===== src/rtl/mem_arbiter.sv =====
// rtl/mem_arbiter.sv - two-port arbiter for the shared single-port instruction/data memory
//
// Purpose: serialises memory accesses from port 0 (CPU) and port 1 (debug/loader),
// drives the memory control signals and returns read data with a one-cycle valid pulse
// to the port that issued the read.
//
// Ports:
//   clk, reset                 clock (rising edge), asynchronous active-high reset
//   pN_req/we/addr/wdata       port N request, held stable until pN_gnt
//   pN_gnt                     port N request accepted this cycle (combinational)
//   pN_rvalid/pN_rdata         port N read data valid pulse / registered read data
//   mem_addr/mem_din           memory address / write data
//   mem_write                  memory write strobe, commits at the closing edge
//   mem_dout                   memory read data, valid RD_LAT cycles after the address
//   busy                       high while a read is in flight
module mem_arbiter #(
  parameter int AW        = 9,
  parameter int DW        = 16,
  parameter int RD_LAT    = 1,
  parameter int FIXED_PRI = 0
) (
  input  logic          clk,
  input  logic          reset,
  input  logic          p0_req,
  input  logic          p0_we,
  input  logic [AW-1:0] p0_addr,
  input  logic [DW-1:0] p0_wdata,
  output logic          p0_gnt,
  output logic          p0_rvalid,
  output logic [DW-1:0] p0_rdata,
  input  logic          p1_req,
  input  logic          p1_we,
  input  logic [AW-1:0] p1_addr,
  input  logic [DW-1:0] p1_wdata,
  output logic          p1_gnt,
  output logic          p1_rvalid,
  output logic [DW-1:0] p1_rdata,
  output logic [AW-1:0] mem_addr,
  output logic          mem_write,
  output logic [DW-1:0] mem_din,
  input  logic [DW-1:0] mem_dout,
  output logic          busy
);

  localparam logic [0:0] IDLE  = 1'b0;
  localparam logic [0:0] RWAIT = 1'b1;
  localparam logic [2:0] LAT3  = 3'(RD_LAT);

  logic [0:0]    state;
  logic [2:0]    cnt;
  logic          last;   // port granted most recently
  logic          owner;  // port that owns the in-flight read
  logic [AW-1:0] addr_q;
  logic [DW-1:0] din_q;

  logic          issue;
  logic          win;
  logic          win_we;
  logic [AW-1:0] win_addr;
  logic [DW-1:0] win_wdata;

  // Under contention round-robin hands the grant to the port that did not win last.
  always_comb begin
    win = 1'b0;
    if (p0_req && p1_req)
      win = (FIXED_PRI != 0) ? 1'b0 : ~last;
    else if (p1_req)
      win = 1'b1;
  end

  // Gated by reset so every output reads zero the moment reset rises.
  assign issue     = !reset && (state == IDLE) && (p0_req || p1_req);

  assign win_we    = win ? p1_we    : p0_we;
  assign win_addr  = win ? p1_addr  : p0_addr;
  assign win_wdata = win ? p1_wdata : p0_wdata;

  assign p0_gnt    = issue && !win;
  assign p1_gnt    = issue && win;
  assign mem_write = issue && win_we;

  // The winner's address is presented in the issue cycle itself; the registered
  // copy holds it afterwards (through RWAIT and while idle).
  assign mem_addr  = issue ? win_addr  : addr_q;
  assign mem_din   = issue ? win_wdata : din_q;
  assign busy      = (state == RWAIT);

  always_ff @(posedge clk or posedge reset) begin
    if (reset) begin
      state     <= IDLE;
      cnt       <= 3'd0;
      last      <= 1'b1;
      owner     <= 1'b0;
      addr_q    <= '0;
      din_q     <= '0;
      p0_rvalid <= 1'b0;
      p1_rvalid <= 1'b0;
      p0_rdata  <= '0;
      p1_rdata  <= '0;
    end else begin
      p0_rvalid <= 1'b0;
      p1_rvalid <= 1'b0;
      if (issue) begin
        last   <= win;
        addr_q <= win_addr;
        din_q  <= win_wdata;
        // Writes finish in the issue cycle, so only reads leave IDLE.
        if (!win_we) begin
          state <= RWAIT;
          cnt   <= LAT3;
          owner <= win;
        end
      end else if (state == RWAIT) begin
        cnt <= cnt - 3'd1;
        if (cnt == 3'd1) begin
          state <= IDLE;
          if (owner) begin
            p1_rdata  <= mem_dout;
            p1_rvalid <= 1'b1;
          end else begin
            p0_rdata  <= mem_dout;
            p0_rvalid <= 1'b1;
          end
        end
      end
    end
  end

endmodule


===== config.mk =====
export PLATFORM = sky130hd
export DESIGN_NAME = mem_arbiter
export DESIGN_NICKNAME = d
export VERILOG_FILES = /design/src/rtl/mem_arbiter.sv
export SDC_FILE = /design/constraint.sdc
export NUM_CORES = 1
export LEC_CHECK = 0
export BUFFER_PORTS_ARGS = -buffer_cell sky130_fd_sc_hd__buf_2
export CELL_PAD_IN_SITES_DETAIL_PLACEMENT = 1
export CELL_PAD_IN_SITES_GLOBAL_PLACEMENT = 1
export CORE_MARGIN = 4
export CORE_UTILIZATION = 35
export CTS_CLUSTER_DIAMETER = 200
export DETAILED_ROUTE_END_ITERATION = 10
export GPL_TIMING_DRIVEN = 0
export PLACE_DENSITY_LB_ADDON = 0.1
export SLEW_MARGIN = 40
export SYNTH_ARGS = -nofsm -noshare
export SYNTH_HDL_FRONTEND = slang
export SYNTH_SLANG_ARGS = --single-unit

===== constraint.sdc =====
create_clock -name clk -period 2.3 [get_ports clk]
set_input_delay 0.46 -clock clk [delete_from_list [all_inputs] [get_ports clk]]
set_output_delay 0.46 -clock clk [all_outputs]
set_load 0.005 [all_outputs]

### Yosys cells after proc, flatten, opt, wreduce, memory -nomap -nowiden

Index checks and enable logic that the tools add are counted.

| word-level totals | value |
|---|---|
| register bits after elaboration | 65 |
| input bits | 72 |
| output and inout bits | 63 |
| word-level logic and storage cells | 54 |

| operators by class | value |
|---|---|
| add/subtract/negate cells | 1 |
| eq/ne operators | 2 |
| muxes and demuxes | 22 |
| bitwise logic cells | 5 |
| reduce and logical (&&, ||, !) cells | 14 |

Operators with widths:

| kind | number |
|---|---|
| $mux W16 | 2 |
| $mux W9 | 2 |
| $mux W1 | 15 |
| $mux W3 | 3 |
| $reduce_and A4 Y1 | 2 |
| $logic_and A1 B1 Y1 | 6 |
| $not A1 Y1 | 5 |
| $reduce_and A2 Y1 | 2 |
| $eq A3 B1 Y1 const B | 1 |
| $sub A3 B1 Y3 const B | 1 |
| $logic_not A1 Y1 | 2 |
| $ne A2 B2 Y1 const B | 1 |
| $reduce_bool A2 Y1 | 1 |
| $logic_or A1 B1 Y1 | 1 |

### Logic depth before layout (Yosys ltp)

Gate-level depths: netlist of run 1.

| logic depth | value |
|---|---|
| depth in word-level cells | 5 |
| depth in mapped cells | 6 |
| depth with buffers taken out | 5 |

### Least setup slack after synthesis of run 1

No wires, ideal clock.

| timing path | value |
|---|---|
| kind | input to register |
| start point | input reset |
| end point | register cnt[0] |
| library setup time | 96 ps |
| data arrival time | 2294 ps |
| data required time | 2204 ps |
| slack | -90 ps |
| stages on the path | 3 |
| path buffers | 0 |
| cell sequence | inv_1 -> a311oi_1 -> a211oi_1 |

| on the way | value |
|---|---|
| longest elaborated chain between the ends | 5 |
| elaborated cells between the ends (all ways) | 7 |
| classes of those cells | 1 x eq/ne; 1 x mux; 5 x reduce/logical |

RTL lines:

| item | RTL line | text |
|---|---|---|
| start, declared | 23 | `input logic reset,` |
| $logic_not A1 Y1 (no source line) * | - |  |
| $logic_and A1 B1 Y1 * (2 in a row) | 72 | `assign issue = !reset && (state == IDLE) && (p0_req \|\| p1_req);` |
| $ne A2 B2 Y1 (no source line) or $reduce_bool A2 Y1 (tied branches) | - |  |
| $reduce_and A2 Y1 (no source line) | - |  |
| end signal, assigned | 114 | `cnt <= cnt - 3'd1;` |
| end, declared | 50 | `logic [2:0] cnt;` |

Mark *: on every way between the ends. The rest lies on a longest branch, timed or not.
A chain may end at the register's enable or synchronous reset.

### Worst setup path in the final report of run 1

| timing path | value |
|---|---|
| start point | register last |
| end point | output mem_din[5] |

| on the way | value |
|---|---|
| longest elaborated chain between the ends | 4 |

RTL lines:

| item | RTL line | text |
|---|---|---|
| start, declared | 51 | `logic last;` |
| start signal, assigned | 104 | `last <= win;` |
| $not A1 Y1 | 66 | `win = (FIXED_PRI != 0) ? 1'b0 : ~last;` |
| $mux W1 | 65 | `if (p0_req && p1_req)` |
| $mux W16 | 76 | `assign win_wdata = win ? p1_wdata : p0_wdata;` |
| $mux W16 | - |  |
| end, declared | 40 | `output logic [DW-1:0] mem_din,` |

No other way between the ends.

==> metrics.txt, run 1 <==
CTS tree done; Initial Util 0.362; failing checks setup timing; DR vias 2,463; Slew Limit Fails 0; DP Area 0.00370 sq mm; worst min-delay path class in -> async; Routability Congestion 0.735; fin area 0.00428 sq mm; CORE AREA 0.00777 sq mm; vias per cell 5.08; Yosys warnings 0; ANT cells 0; area of the multi-input gates 0.00112 sq mm; power per cell area 1260 mW/mm^2; cell count after synthesis 204; post-route insts no fill 485; number of max-cap violations 0; gr ovfl total 0; first-pass GRT wire length 13.6 mm; Rel. slew slack 0.650; Finish-stage setup viols 18; crit end category primary output; share of cells above drive strength 1 0.634; WL final 8.46 mm; dpl hpwl 5.95 mm; area of the die 0.00953 sq mm; Yosys top cell by area dfrtp_1; status finished, violations left; initial antenna violation count 0; Worst EP arrival 1.87 ns; IO Pins 135; Worst setup SP type flip-flop; ANT nets after route 0; initial DRC count 63; #FFs+latches synth 65; top-area cell type share of the netlist area 0.569; Synth cell types 36; Rows 32; Clock Path Buffers 2; final design utilization 0.552; min Tclk post-route 2.33 ns; Die Y 97.6 um; Final Cycle Share 1.01; Pleak 2.26 nW; worst setup margin -0.0310 ns; port bufs 134; number of CTS-inserted buffers 9; Max FO, Critical Path 8; H-tree Lvls 3; largest net degree at the start of global routing 21; Post-Syn Area 0.00281 sq mm; clock-pin slew on the worst setup and hold paths 0.08 ns; maximum VDD drop 0.000473 V; worst-margin pin slew 0.525 ns; critical-path cell list buf_6 -> nand2b_4 -> and3_4 -> clkbuf_16 -> a221o_1 -> buf_2; post-synthesis sequential area ratio 0.579; vias in the first global route 2,718; max incr delay on CP 0.58 ns; Max Freq 0.429 GHz; Pwr Total 0.00541 W; worst-skew pair later-pin latency 0.35 ns; Reg area 0.00163 sq mm; largest cells by area after synthesis dfrtp_1 (57%), mux2_2 (13%), a221o_1 (8.9%); Cells after DPL 443; Fin. Hold Viols 0; DR pass1 iterations 4; crit path kind reg -> out; Total Routing Usage GR 0.181; Net Count, Synth 278; Clock Skew 0.00818 ns; Mean Syn Cell Area 13.8 sq um; layout filler cell count 872; CTS root buf clkbuf_8; RSZ-0062 raised after global routing yes; Layout area overhead 52.3%; Clock Sinks 65; fin nets 452; die width 97.6 um; CP max-delay cell dfstp_2; drt drc 0; WP data required 1.84 ns; wire per inst 17.4 um
-- flip-flops by register name, indices dropped and copies added, names as in the netlist --
signal	cells
cnt	3
p1_rdata	16
addr_q	9
busy	1
p1_rvalid	1
last	1
p0_rvalid	1
owner	1
p0_rdata	16
din_q	16
-- critical path: cells and delay by family (launching register included) --
family                 cells  cell delay (ns)
flip-flops                 1             0.58
buffers and inverters      3             0.40
AND/OR/NAND/NOR            2             0.39
AO/OA/AOI/OAI              1             0.15
-- cell type report --
| cell class | count | share of cell area |
|---|---|---|
| flip-flops and latches | 65 | 0.380 |
| clock inverters | 7 | 0.0298 |
| plain buffers | 12 | 0.0263 |
| multi-input cells | 118 | 0.262 |
| well taps | 102 | 0.0298 |
| inverters | 7 | 0.00701 |
| repair buffers | 165 | 0.236 |
| clock buffers | 9 | 0.0289 |
-- layer usage --
layer | GRT usage | share of wire
met5 | 0 | 0
met4 | 0.0831 | 0.029
met3 | 0.0660 | 0.079
met2 | 0.293 | 0.47
met1 | 0.214 | 0.42
-- cell usage in the layout, fill, tap and decap left out, drive strengths merged, types with 2 or more instances in the layout --
cell      n
a221o    25
nand2     2
mux2     32
a31oi     2
clkbuf   13
bufinv    3
clkinv    3
o21ai     2
nand3     2
inv       7
nand2b    5
ha        2
nor2b     2
and3     26
dfrtp    64
buf     173
a211oi    2
-- per-stage QoR --
| step | TNS [ns] | setup WS (ns) | hold slack [ns] |
|---|---|---|---|
| 5_1_grt | -2.01 | -0.111 | 0.152 |
| 4_1_cts | -0.0634 | -0.0178 | 0.133 |
| 2_1_floorplan | 0 | 0.310 | 0.499 |
| 3_3_place_gp | -0.393 | -0.393 | 0.482 |
| 6_report | -0.222 | -0.0310 | 0.136 |
| 3_5_place_dp | 0 | 0.124 | 0.488 |
-- timing repair --
item                       in CTS  in global routing
hold buffers                    0                  0
setup buffers                  15                  7
gates resized for setup        29                 10
setup endpoints to repair      24                 25
pin swaps                      24                 11
gates cloned                    5                  1
-- synthesized netlist by cell type (all sizes together) --
master / number
nand3: 2
nor3b: 1
a311oi: 1
a221o: 25
buf: 11
nand3b: 1
nand4b: 1
and3: 26
a21o: 1
and2: 1
or2b: 1
ha: 2
mux2: 32
a31o: 1
dfrtp: 64
a21oi: 1
xor2: 1
dfstp: 1
a2111oi: 1
o21ai: 2
a32o: 1
nor2: 1
a31oi: 2
a211oi: 2
inv: 7
nor2b: 2
a211o: 1
nand2: 2
o211ai: 1
clkbuf: 3
nand2b: 5
a21boi: 1
-- path summary, 6_finish.rpt --
path                               from            to  slack (ns)  depth (start not counted)
setup / recovery                   last    mem_din[5]       -0.03                          6
hold / removal                    reset         owner        0.14                          2
setup reg to reg                 cnt[0]  p0_rdata[14]        0.36                          5
hold reg to reg             p0_rdata[0]   p0_rdata[0]        0.50                          1
max in group asynchronous         reset   p0_rdata[3]        1.59                          4
min in group clk           mem_dout[15]  p1_rdata[15]        0.35                          2
-- cell families after synthesis --
kind of cell	count (synthesis)	synth area share
AOI/OAI and AO/OA	40	0.129
xor gates and xnor gates	1	0.00311
adders and majority gates	2	0.00890
buffers and inverters	21	0.0458
DFF	65	0.579
muxes	32	0.128
and+or+nand+nor	43	0.106
-- where the power goes --
group,switching [W],internal (W)
clock network,0.000505,0.000733
registers,0.000263,0.00170
logic,0.000907,0.00131
total,0.00168,0.00374
No activity file was read; power rests on OpenSTA's default activity.
==> inputs of run 2 (changes only) <==
- SETUP_SLACK_MARGIN: not set -> 0.1
==> metrics.txt, run 2 (same netlist as run 1, synthesis figures left out) <==
DR pass1 iterations 4 (unchanged); status finished, violations left; Rows 32 (unchanged); Top Registers din_q: 16 flops, p0_rdata: 16 flops, p1_rdata: 16 flops; Clock Skew 0.00883 ns (+0.000656 ns); TNS Setup -0.0141 ns (+0.208 ns); die width 97.6 um (unchanged); CP dominant cell by count buf_6; number of CTS-inserted buffers 9 (unchanged); initial DRC count 61 (-3.2%); first-pass GRT wire length 13.6 mm (about the same); max incr delay on CP 0.59 ns (about the same); CORE AREA 0.00777 sq mm (unchanged); WP data required 1.84 ns (about the same); Total Routing Usage GR 0.180 (-0.000605); critical-path cell list a21boi_4 -> buf_6 -> buf_6 -> and3_4 -> a221o_1 -> buf_2; Max FO, Critical Path 6 (-2); DP Area 0.00370 sq mm (unchanged); Worst setup SP type flip-flop; min Tclk post-route 2.31 ns (-0.0197 ns); Layout area overhead 54.1%; area of the die 0.00953 sq mm (unchanged); wire per inst 17.2 um (-1.2%); initial antenna violation count 0 (unchanged); CTS tree done; dpl hpwl 5.95 mm (unchanged); Die Y 97.6 um (unchanged); H-tree Lvls 3 (unchanged); maximum VDD drop 0.000459 V (-3.1%); fin nets 455 (+0.66%); worst-skew pair later-pin latency 0.35 ns (about the same); Worst EP arrival 1.85 ns (-0.02 ns); Fin. Hold Viols 0 (unchanged); Max Freq 0.433 GHz (+0.85%); Worst setup startpoint last; post-route insts no fill 488 (+0.62%); Clock Sinks 65 (unchanged); Slew Limit Fails 0 (unchanged); Clock Path Buffers 2 (unchanged); largest net degree at the start of global routing 21 (unchanged); WL final 8.40 mm (-0.64%); commonest non-fill, non-tap cell in the layout buf_2; Initial Util 0.362 (unchanged); port bufs 134 (unchanged); worst setup margin -0.0113 ns (+0.0197 ns); fin area 0.00434 sq mm (+1.2%); DR vias 2,440 (-0.93%); FF-to-FF Start cnt[0]; vias in the first global route 2,724 (+0.22%); commonest non-fill, non-tap cells in the layout buf_2 (136), dfrtp_1 (64), mux2_2 (32), a221o_1 (25), buf_4 (23); worst min-delay path class in -> async; IO Pins 135 (unchanged); hold buffers post-CTS 0 (unchanged); layout filler cell count 872 (unchanged); number of max-cap violations 0 (unchanged); ANT nets after route 0 (unchanged); Cells after DPL 443 (unchanged); ANT cells 0 (unchanged); share of cells above drive strength 1 0.648 (+0.0132); CTS root buf clkbuf_8; final design utilization 0.558 (+0.00660); crit path kind reg -> out; Finish-stage setup viols 2 (-16); RSZ-0062 raised after global routing yes; Final Cycle Share 1.00 (-0.00858); Pleak 2.27 nW (+0.42%); Rel. slew slack 0.650 (about the same); vias per cell 5.00 (-1.5%); crit end category primary output; drt drc 0 (unchanged); Routability Congestion 0.735 (unchanged); failing checks setup timing; clock-pin slew on the worst setup and hold paths 0.08 ns (about the same); worst-margin pin slew 0.524 ns (-0.000442 ns); power per cell area 1260 mW/mm^2 (-0.18%); CP max-delay cell dfstp_2; gr ovfl total 0 (unchanged)
## run 2: changes by cell type in the layout (fill, tap and decap cells not counted), sizes merged
cell | before | now
clkbuf | 13 | 12
buf | 173 | 177
## run 2: path summary, 6_finish.rpt
| kind | end | slack [ns] | cells after the start |
|---|---|---|---|
| setup / recovery | mem_addr[6] | -0.01 | 6 |
| hold / removal | owner | 0.13 | 2 |
| setup reg to reg | p0_rdata[14] | 0.37 | 5 |
| hold reg to reg | p0_rdata[0] | 0.50 | 1 |
| max in group asynchronous | p0_rdata[3] | 1.59 | 4 |
| min in group clk | p1_rdata[15] | 0.35 | 2 |
## run 2: metrics by stage
stage                     hold slack [ns]  setup slack, ns  total power [W]
after detailed placement            0.488            0.124          0.00389
after global placement              0.482           -0.393          0.00382
after global routing                0.152          -0.0816          0.00584
final                               0.131          -0.0113          0.00547
after floorplan                     0.499            0.310          0.00301
after CTS                           0.133          0.00180          0.00546
## run 2: report_power, final
group	internal, W	switching, W	total (W)
Sequential	0.00170	0.000256	0.00195
Clock	0.000733	0.000504	0.00124
Combinational	0.00135	0.000922	0.00228
Total	0.00379	0.00168	0.00547
## run 2: critical path, delay by kind of cell, from the launching register on
kind	cells	cell delay [ns]
simple gates	1	0.13
buf+inv	3	0.41
compound gates	2	0.36
flops	1	0.59
## run 2: layout make-up
class | count | area, sq um | share of cell area
flip-flops and latches | 65 | 1630 | 0.375
multi-input cells | 118 | 1140 | 0.263
repair buffers | 166 | 1000 | 0.232
plain buffers | 14 | 153 | 0.0352
clock inverters | 7 | 128 | 0.0294
well taps | 102 | 128 | 0.0294
clock buffers | 9 | 124 | 0.0286
inverters | 7 | 30.0 | 0.00693
## run 2: layer usage
| metal | vias up | share of wire | global-route usage | wire [um] |
|---|---|---|---|---|
| li1 | 1138 | - | - | - |
| met1 | 1182 | 0.42 | 0.213 | 3560 |
| met2 | 105 | 0.47 | 0.295 | 3970 |
| met3 | 15 | 0.076 | 0.0639 | 636 |
| met4 | 0 | 0.028 | 0.0788 | 238 |
| met5 | - | 0 | 0 | 0 |
## run 2: timing repair
item                       4_1_cts  5_1_grt
cloned                           6        0
buffers inserted                17        6
resized for setup               42        1
setup endpoints to repair       26       26
pin swaps                       20        6
